--- src/rtl/pipe_stage_reg.sv ---
// Elastic pipeline stage register: data + control bundles, valid/ready handshake,
// synchronous flush to a bubble, saturating stall counter. Define PIPE_SKID_EN for a registered-ready skid entry.
module pipe_stage_reg #(
  parameter int DATA_W = 104,
  parameter int CTRL_W = 6,
  parameter int CNT_W  = 16
) (
  input  logic              clock,
  input  logic              reset,
  input  logic              flush,
  input  logic              in_valid,
  output logic              in_ready,
  input  logic [DATA_W-1:0] in_data,
  input  logic [CTRL_W-1:0] in_ctrl,
  output logic              out_valid,
  input  logic              out_ready,
  output logic [DATA_W-1:0] out_data,
  output logic [CTRL_W-1:0] out_ctrl,
  output logic [CNT_W-1:0]  stall_cnt
);

  logic              r_out_valid;
  logic [DATA_W-1:0] r_out_data;
  logic [CTRL_W-1:0] r_out_ctrl;
  logic [CNT_W-1:0]  r_stall_cnt;

  logic w_in_xfer;
  logic w_load;
  logic w_stall;

  function automatic logic [CNT_W-1:0] sat_inc(input logic [CNT_W-1:0] v);
    logic [CNT_W-1:0] one;
    one = {{(CNT_W-1){1'b0}}, 1'b1};
    return (v == {CNT_W{1'b1}}) ? v : v + one;
  endfunction

  assign w_load  = !r_out_valid || out_ready;
  assign w_stall = r_out_valid && !out_ready;

`ifdef PIPE_SKID_EN
  logic              r_skid_valid;
  logic [DATA_W-1:0] r_skid_data;
  logic [CTRL_W-1:0] r_skid_ctrl;

  // Ready comes only from the skid flag, so out_ready has no path to in_ready.
  assign in_ready  = !r_skid_valid;
  assign w_in_xfer = in_valid && in_ready;

  always_ff @(posedge clock or posedge reset) begin
    if (reset) begin
      r_out_valid  <= 1'b0;
      r_out_data   <= '0;
      r_out_ctrl   <= '0;
      r_stall_cnt  <= '0;
      r_skid_valid <= 1'b0;
      r_skid_data  <= '0;
      r_skid_ctrl  <= '0;
    end else begin
      if (w_stall) r_stall_cnt <= sat_inc(r_stall_cnt);
      if (flush) begin
        r_out_valid  <= 1'b0;
        r_out_ctrl   <= '0;
        r_skid_valid <= 1'b0;
      end else if (w_load) begin
        // Skid holds the older entry, so it drains ahead of any new input.
        if (r_skid_valid) begin
          r_out_valid  <= 1'b1;
          r_out_data   <= r_skid_data;
          r_out_ctrl   <= r_skid_ctrl;
          r_skid_valid <= 1'b0;
        end else if (w_in_xfer) begin
          r_out_valid <= 1'b1;
          r_out_data  <= in_data;
          r_out_ctrl  <= in_ctrl;
        end else begin
          r_out_valid <= 1'b0;
          r_out_ctrl  <= '0;
        end
      end else if (w_in_xfer) begin
        r_skid_valid <= 1'b1;
        r_skid_data  <= in_data;
        r_skid_ctrl  <= in_ctrl;
      end
    end
  end
`else
  assign in_ready  = w_load;
  assign w_in_xfer = in_valid && in_ready;

  always_ff @(posedge clock or posedge reset) begin
    if (reset) begin
      r_out_valid <= 1'b0;
      r_out_data  <= '0;
      r_out_ctrl  <= '0;
      r_stall_cnt <= '0;
    end else begin
      if (w_stall) r_stall_cnt <= sat_inc(r_stall_cnt);
      if (flush) begin
        r_out_valid <= 1'b0;
        r_out_ctrl  <= '0;
      end else if (w_load) begin
        if (w_in_xfer) begin
          r_out_valid <= 1'b1;
          r_out_data  <= in_data;
          r_out_ctrl  <= in_ctrl;
        end else begin
          // Bubble: control is zeroed, data is left as-is.
          r_out_valid <= 1'b0;
          r_out_ctrl  <= '0;
        end
      end
    end
  end
`endif

  assign out_valid = r_out_valid;
  assign out_data  = r_out_data;
  assign out_ctrl  = r_out_ctrl;
  assign stall_cnt = r_stall_cnt;

endmodule
--- config.mk ---
export PLATFORM = sky130hd
export DESIGN_NAME = pipe_stage_reg
export DESIGN_NICKNAME = d
export VERILOG_FILES = /design/src/rtl/pipe_stage_reg.sv
export SDC_FILE = /design/constraint.sdc
export NUM_CORES = 1
export LEC_CHECK = 0
export CAP_MARGIN = 20
export CORE_AREA = 2 2 114 116
export CTS_CLUSTER_SIZE = 40
export DETAILED_ROUTE_END_ITERATION = 7
export DIE_AREA = 0 0 116 118
export MAX_ROUTING_LAYER = met4
export PLACE_DENSITY = 0.9
export SYNTH_ARGS = -nofsm -noshare
export SYNTH_HDL_FRONTEND = slang
export SYNTH_SLANG_ARGS = --single-unit
export TNS_END_PERCENT = 20
--- constraint.sdc ---
create_clock -name clock -period 5.4 [get_ports clock]
set_clock_uncertainty 0.15 [all_clocks]
set_input_delay 0.54 -clock clock [delete_from_list [all_inputs] [get_ports clock]]
set_output_delay 0.54 -clock clock [all_outputs]
set_load 0.005 [all_outputs]
==> results of run 1 <==
cell usage after synthesis (all sizes together):
cell type and count:
or2 2, nor3 7, nand2b 1, nor4 2, nand4b 1, nor2b 1
a22o 6, ha 1, nand4 5, dfrtp 127, inv 2, xor2 11
mux2 105, nand2 5, nor3b 3, o21ai 2, nand3 4, nor2 10
xnor2 2, or4 1, a21oi 1, clkbuf 1, buf 11, or3 1
through the flow:
| stage | cells | setup WS (ns) |
|---|---|---|
| 4_1_cts | 748 | 2.92 |
| 2_1_floorplan | 312 | 1.33 |
| 6_report | 748 | 2.89 |
| 5_1_grt | 748 | 2.76 |
| 3_3_place_gp | 717 | 2.58 |
| 3_5_place_dp | 717 | 2.54 |
state kept, by name, indices dropped and copies added (netlist names):
register,flops
out_ctrl,6
out_valid,1
stall_cnt,16
out_data,104
worst min path at each step:
stage                  from            to  slack (ns)  cells past startpoint
4_1_cts        stall_cnt[6]  stall_cnt[6]        0.35                      1
3_5_place_dp    out_ctrl[1]   out_ctrl[1]        0.34                      1
5_1_grt        out_data[30]  out_data[30]        0.37                      1
2_1_floorplan  stall_cnt[6]  stall_cnt[6]        0.33                      1
3_3_place_gp    out_ctrl[1]   out_ctrl[1]        0.34                      1
6_report        out_ctrl[2]   out_ctrl[2]        0.35                      1
where the power goes:
part / internal, W / switching (W) / total, W
Combinational: 0.000457 / 0.000193 / 0.000649
Clock: 0.000764 / 0.000399 / 0.00116
Sequential: 0.00111 / 0.0000992 / 0.00121
Total: 0.00233 / 0.000691 / 0.00302
area by class of cell:
type                            instances  area share [%]
Clock buffer                           19            5.36
Clock inverter                         12            2.09
Inverter                                2           0.124
Multi-Input combinational cell        171            20.2
Sequential cell                       127            39.3
Tap cell                              172            2.66
Timing Repair Buffer                  245            30.3
kinds of logic after synthesis:
family | after synthesis | synth area share, %
fa+ha+maj | 1 | 0.257
mux | 105 | 24.4
xor+xnor | 13 | 2.34
compound gates | 9 | 1.39
flops | 127 | 65.2
buf+inv | 14 | 1.36
simple gates | 43 | 5.06
per-layer routing:
| layer | global-route usage, % | wire length, um | up-vias |
|---|---|---|---|
| li1 | - | - | 1617 |
| met1 | 22.3 | 4860 | 1776 |
| met2 | 32.7 | 6650 | 171 |
| met3 | 5.72 | 818 | 28 |
| met4 | 8.26 | 305 | 0 |
| met5 | - | 0 | - |
==> impl_metrics.json, run 1 <==
{
  "synth_warnings": 0,
  "first_pass_iters": 4,
  "ys_seq_area_share_pct": 65.2,
  "finalCritPeriodShare_pct": 46.5,
  "startpoint": "out_ready",
  "critPathLaunchType": "input pin",
  "path_max_fanout": 82,
  "initial_utilization_pct": 39.2,
  "io_buffers": 242,
  "vias": 3592,
  "fin_nets": 680,
  "ys_types": 28,
  "ff2ff_setup_slack_ns": 3.05,
  "ctsRootBufferMaster": "clkbuf_16",
  "yosysTopAreaCell": "dfrtp_1",
  "yosys.area.top_type_share_pct": 65.2,
  "drt_iter0_markers": 162,
  "grt_pass1_wl_mm": 20.1,
  "fin_hold_ws_ns": 0.349,
  "htreeDepth": 4,
  "wl_per_cell_um": 16.9,
  "tightest_slew_ns": 1.04,
  "utilization_pct": 65.1,
  "nFillCells": 935,
  "path_buf_inv": 2,
  "dp_hpwl_mm": 8.91,
  "final_common_cell": "clkdlybuf4s50_1",
  "r2r_start": "out_valid",
  "cp_cell_sequence": "clkdlybuf4s50_1 -> nor2b_4 -> nor3b_2 -> buf_4 -> mux2_2",
  "ys_seq_elements": 127,
  "critPathKind": "input pin to register",
  "min_period_ns": 2.51,
  "max_stage_delay_ns": 0.78,
  "worst_r2r_endpoint": "out_data[5]",
  "syn_to_final_growth_pct": 65.9,
  "holdCritPathClass": "register to register",
  "clock_latency_ns": 0.41,
  "antenna_found_initial": 0,
  "cts_tree": "built",
  "netlist_top_cells_area": "dfrtp_1 (65%), mux2_2 (24%), xor2_1 (2.0%)",
  "cap_violations": 0,
  "synth_area_sq_um": 4870,
  "grt_overflow": 0,
  "numCtsBuffers": 17,
  "multi_input_area_sq_um": 1630,
  "route.antenna.remaining_nets": 0,
  "avgSynthCellArea_sq_um": 15.6,
  "rows": 41,
  "worstPathArrival_ns": 2.65,
  "clock.fmax_mhz": 398,
  "p_leak_nw": 3.36,
  "grt.total_usage_pct": 19.8,
  "diodes": 0,
  "required_ns": 5.54,
  "grt_max_degree": 83,
  "fin_tns_setup_ns": 0,
  "syn_nets": 428,
  "max_slew_margin_pct": 30.8,
  "cts_resized": 0,
  "drc": 0,
  "vias_per_cell": 4.80,
  "drt-total-wl_mm": 12.6,
  "setup_viol": 0,
  "die-area_sq_um": 13700,
  "post_dp_cell_area_sq_um": 7480,
  "final_cell_area_sq_um": 8080,
  "die_x_um": 116,
  "cts.sinks": 127,
  "gp_routability_congestion": 0.759,
  "grt_pass1_vias": 3898,
  "final-seq-area_sq_um": 3180,
  "mostFrequentLayoutCells": "clkdlybuf4s50_1 (242), dfrtp_1 (127), mux2_2 (104)",
  "synthCells": 312,
  "power_density_nw_per_um2": 374,
  "cts.clk_slew.worst_paths_ns": 0.05,
  "cp_num_cells": 5,
  "drv_slew": 0,
  "finalHoldViolCount": 0,
  "io_pins": 243,
  "cpMaxStageDelayCell": "buf_4",
  "crit_path_end_kind": "register",
  "cts.path.max_buffers": 2,
  "r2r_cells": 4,
  "rsz0062_at_grt": "no",
  "hold_buffers": 0,
  "vdd_drop_max_mv": 0.217,
  "outcome": "completed",
  "cp-endpoint": "out_data[5]",
  "fp.coreArea_sq_um": 12400,
  "cpLargestDelayFamily": "buffers and inverters",
  "post_cts_buffers": 0,
  "die_y_um": 118,
  "p_total_w": 0.00302,
  "drive_above_1_share_pct": 25.5
}
Note: power is estimated with default switching activity, not from simulation.
==> run 2: changes to the inputs <==
--- a/config.mk
+++ b/config.mk
@@ -6,12 +6,12 @@
 export NUM_CORES = 1
 export LEC_CHECK = 0
 export CAP_MARGIN = 20
-export CORE_AREA = 2 2 114 116
+export CORE_AREA = 2 2 120 122
 export CTS_CLUSTER_SIZE = 40
 export DETAILED_ROUTE_END_ITERATION = 7
-export DIE_AREA = 0 0 116 118
+export DIE_AREA = 0 0 122 124
 export MAX_ROUTING_LAYER = met4
-export PLACE_DENSITY = 0.9
+export PLACE_DENSITY = 0.86
 export SYNTH_ARGS = -nofsm -noshare
 export SYNTH_HDL_FRONTEND = slang
 export SYNTH_SLANG_ARGS = --single-unit
==> constraint.sdc (replaced) <==
create_clock -name clock -period 2.15 [get_ports clock]
set_clock_uncertainty 0.15 [all_clocks]
set_input_delay 0.215 -clock clock [delete_from_list [all_inputs] [get_ports clock]]
set_output_delay 0.215 -clock clock [all_outputs]
set_load 0.005 [all_outputs]
==> run 2 against run 1 <==
Net effect: first-iteration DRC count shrank 23%; clock-buffer cell count grew 8; clock power grew 140%; sequential cell count is the same; via count grew 0.81%.
==> impl_metrics.json, run 2 (synthesis gave the netlist of run 1 again) <==
{
  "critPathLaunchType": "register",
  "power_density_nw_per_um2": 905,
  "cts.path.max_buffers": 2,
  "finalHoldViolCount": 0,
  "final_common_cell": "clkdlybuf4s50_1",
  "htreeDepth": 4,
  "worst_r2r_endpoint": "stall_cnt[9]",
  "fin_nets": 702,
  "min_period_ns": 2.04,
  "diodes": 0,
  "max_stage_delay_ns": 0.51,
  "syn_to_final_growth_pct": 70.4,
  "clock_latency_ns": 0.40,
  "route.antenna.remaining_nets": 0,
  "io_pins": 243,
  "numCtsBuffers": 17,
  "grt.total_usage_pct": 18.0,
  "rsz0062_at_grt": "no",
  "first_pass_iters": 4,
  "vias": 3621,
  "ctsRootBufferMaster": "clkbuf_16",
  "clock.fmax_mhz": 490,
  "max_slew_margin_pct": 58.6,
  "cp_cell_sequence": "nor2b_4 -> inv_2 -> buf_4 -> clkdlybuf4s50_1",
  "antenna_found_initial": 0,
  "outcome": "completed",
  "path_max_fanout": 5,
  "cts.clk_slew.worst_paths_ns": 0.06,
  "finalCritPeriodShare_pct": 94.9,
  "crit_path_end_kind": "output port",
  "cap_violations": 0,
  "initial_utilization_pct": 35.5,
  "gp_routability_congestion": 0.850,
  "wl_per_cell_um": 16.9,
  "drt_iter0_markers": 124,
  "holdCritPathClass": "input pin to asynchronous set/reset pin",
  "vdd_drop_max_mv": 0.467,
  "grt_max_degree": 40,
  "r2r_cells": 5,
  "fin_tns_setup_ns": 0,
  "hold_buffers": 0,
  "p_total_w": 0.00751,
  "p_leak_nw": 3.47,
  "drc": 0,
  "cts_resized": 0,
  "fin_hold_ws_ns": 0.103,
  "path_buf_inv": 3,
  "drt-total-wl_mm": 13.2,
  "grt_pass1_wl_mm": 19.9,
  "post_cts_buffers": 0,
  "worstPathArrival_ns": 1.68,
  "required_ns": 1.78,
  "mostFrequentLayoutCells": "clkdlybuf4s50_1 (242), dfrtp_1 (127), mux2_2 (104)",
  "critPathKind": "register to output port",
  "die_x_um": 122,
  "vias_per_cell": 4.65,
  "tightest_slew_ns": 0.620,
  "die_y_um": 124,
  "drv_slew": 0,
  "largest_register_ffs": 104,
  "grt_pass1_vias": 3895,
  "cpMaxStageDelayCell": "clkdlybuf4s50_1",
  "nFillCells": 1054,
  "drive_above_1_share_pct": 27.7,
  "dp_hpwl_mm": 9.95,
  "grt_overflow": 0,
  "rows": 43,
  "cpLargestDelayFamily": "buffers and inverters",
  "setup_viol": 0,
  "io_buffers": 242,
  "cts.sinks": 127,
  "cts_tree": "built",
  "fp.coreArea_sq_um": 13700,
  "ff2ff_setup_slack_ns": 0.25,
  "die-area_sq_um": 15100,
  "r2r_start": "stall_cnt[0]"
}
[run 2: changes by cell type in the layout (fill, tap and decap cells not counted)]
cell	previous run	this run
clkbuf_8	0	4
bufinv_16	4	2
buf_4	3	20
clkbuf_1	2	6
clkinv_4	1	0
clkinv_2	5	2
inv_4	1	0
buf_12	0	5
[run 2: routing by layer]
metal / share of wire, % / vias to the layer above / GRT usage [%]
met1: 38 / 1776 / 19.7
met5: 0 / - / -
met3: 7.0 / 25 / 6.14
met2: 53 / 165 / 30.6
met4: 2.1 / 0 / 6.54
li1: - / 1655 / -
[run 2: power by group]
| part | internal (W) | switching, W | total, W | leakage (nW) |
|---|---|---|---|---|
| Clock | 0.00183 | 0.000971 | 0.00280 | 0.282 |
| Combinational | 0.00118 | 0.000491 | 0.00168 | 1.66 |
| Sequential | 0.00278 | 0.000250 | 0.00303 | 1.53 |
[run 2: stage by stage]
step	instance area (sq um)	setup slack, ns	util, %	cells
after global routing	8300	0.0518	60.5	779
after global placement	7720	0.0729	56.3	747
after CTS	8300	0.0836	60.5	779
final	8300	0.109	60.5	779
after detailed placement	7720	0.0358	56.3	747
after floorplan	4870	0.218	-	312
[run 2: worst reg2reg max path, cell delays in order, from the launching register on]
cell,delay [ns]
dfrtp_1,0.41
ha_1,0.23
nand3_1,0.16
nor3_1,0.51
nor3_1,0.15
xor2_1,0.17
[run 2: worst max path at each step]
| stage | from | end | cells after the start |
|---|---|---|---|
| 5_1_grt | out_valid | in_ready | 4 |
| 4_1_cts | out_valid | in_ready | 4 |
| 3_3_place_gp | out_ready | stall_cnt[15] | 6 |
| 2_1_floorplan | reset | out_ctrl[0] | 1 |
| 3_5_place_dp | out_ready | stall_cnt[15] | 6 |
| 6_report | out_valid | in_ready | 4 |
[run 2: final cells by class]
class | count | area [sq um] | area share [%]
clock buffers | 27 | 503 | 6.06
well taps | 180 | 225 | 2.71
repair buffers | 267 | 2670 | 32.2
inverters | 2 | 11.3 | 0.136
clock inverters | 5 | 77.6 | 0.935
flip-flops and latches | 127 | 3180 | 38.3
multi-input cells | 171 | 1630 | 19.7
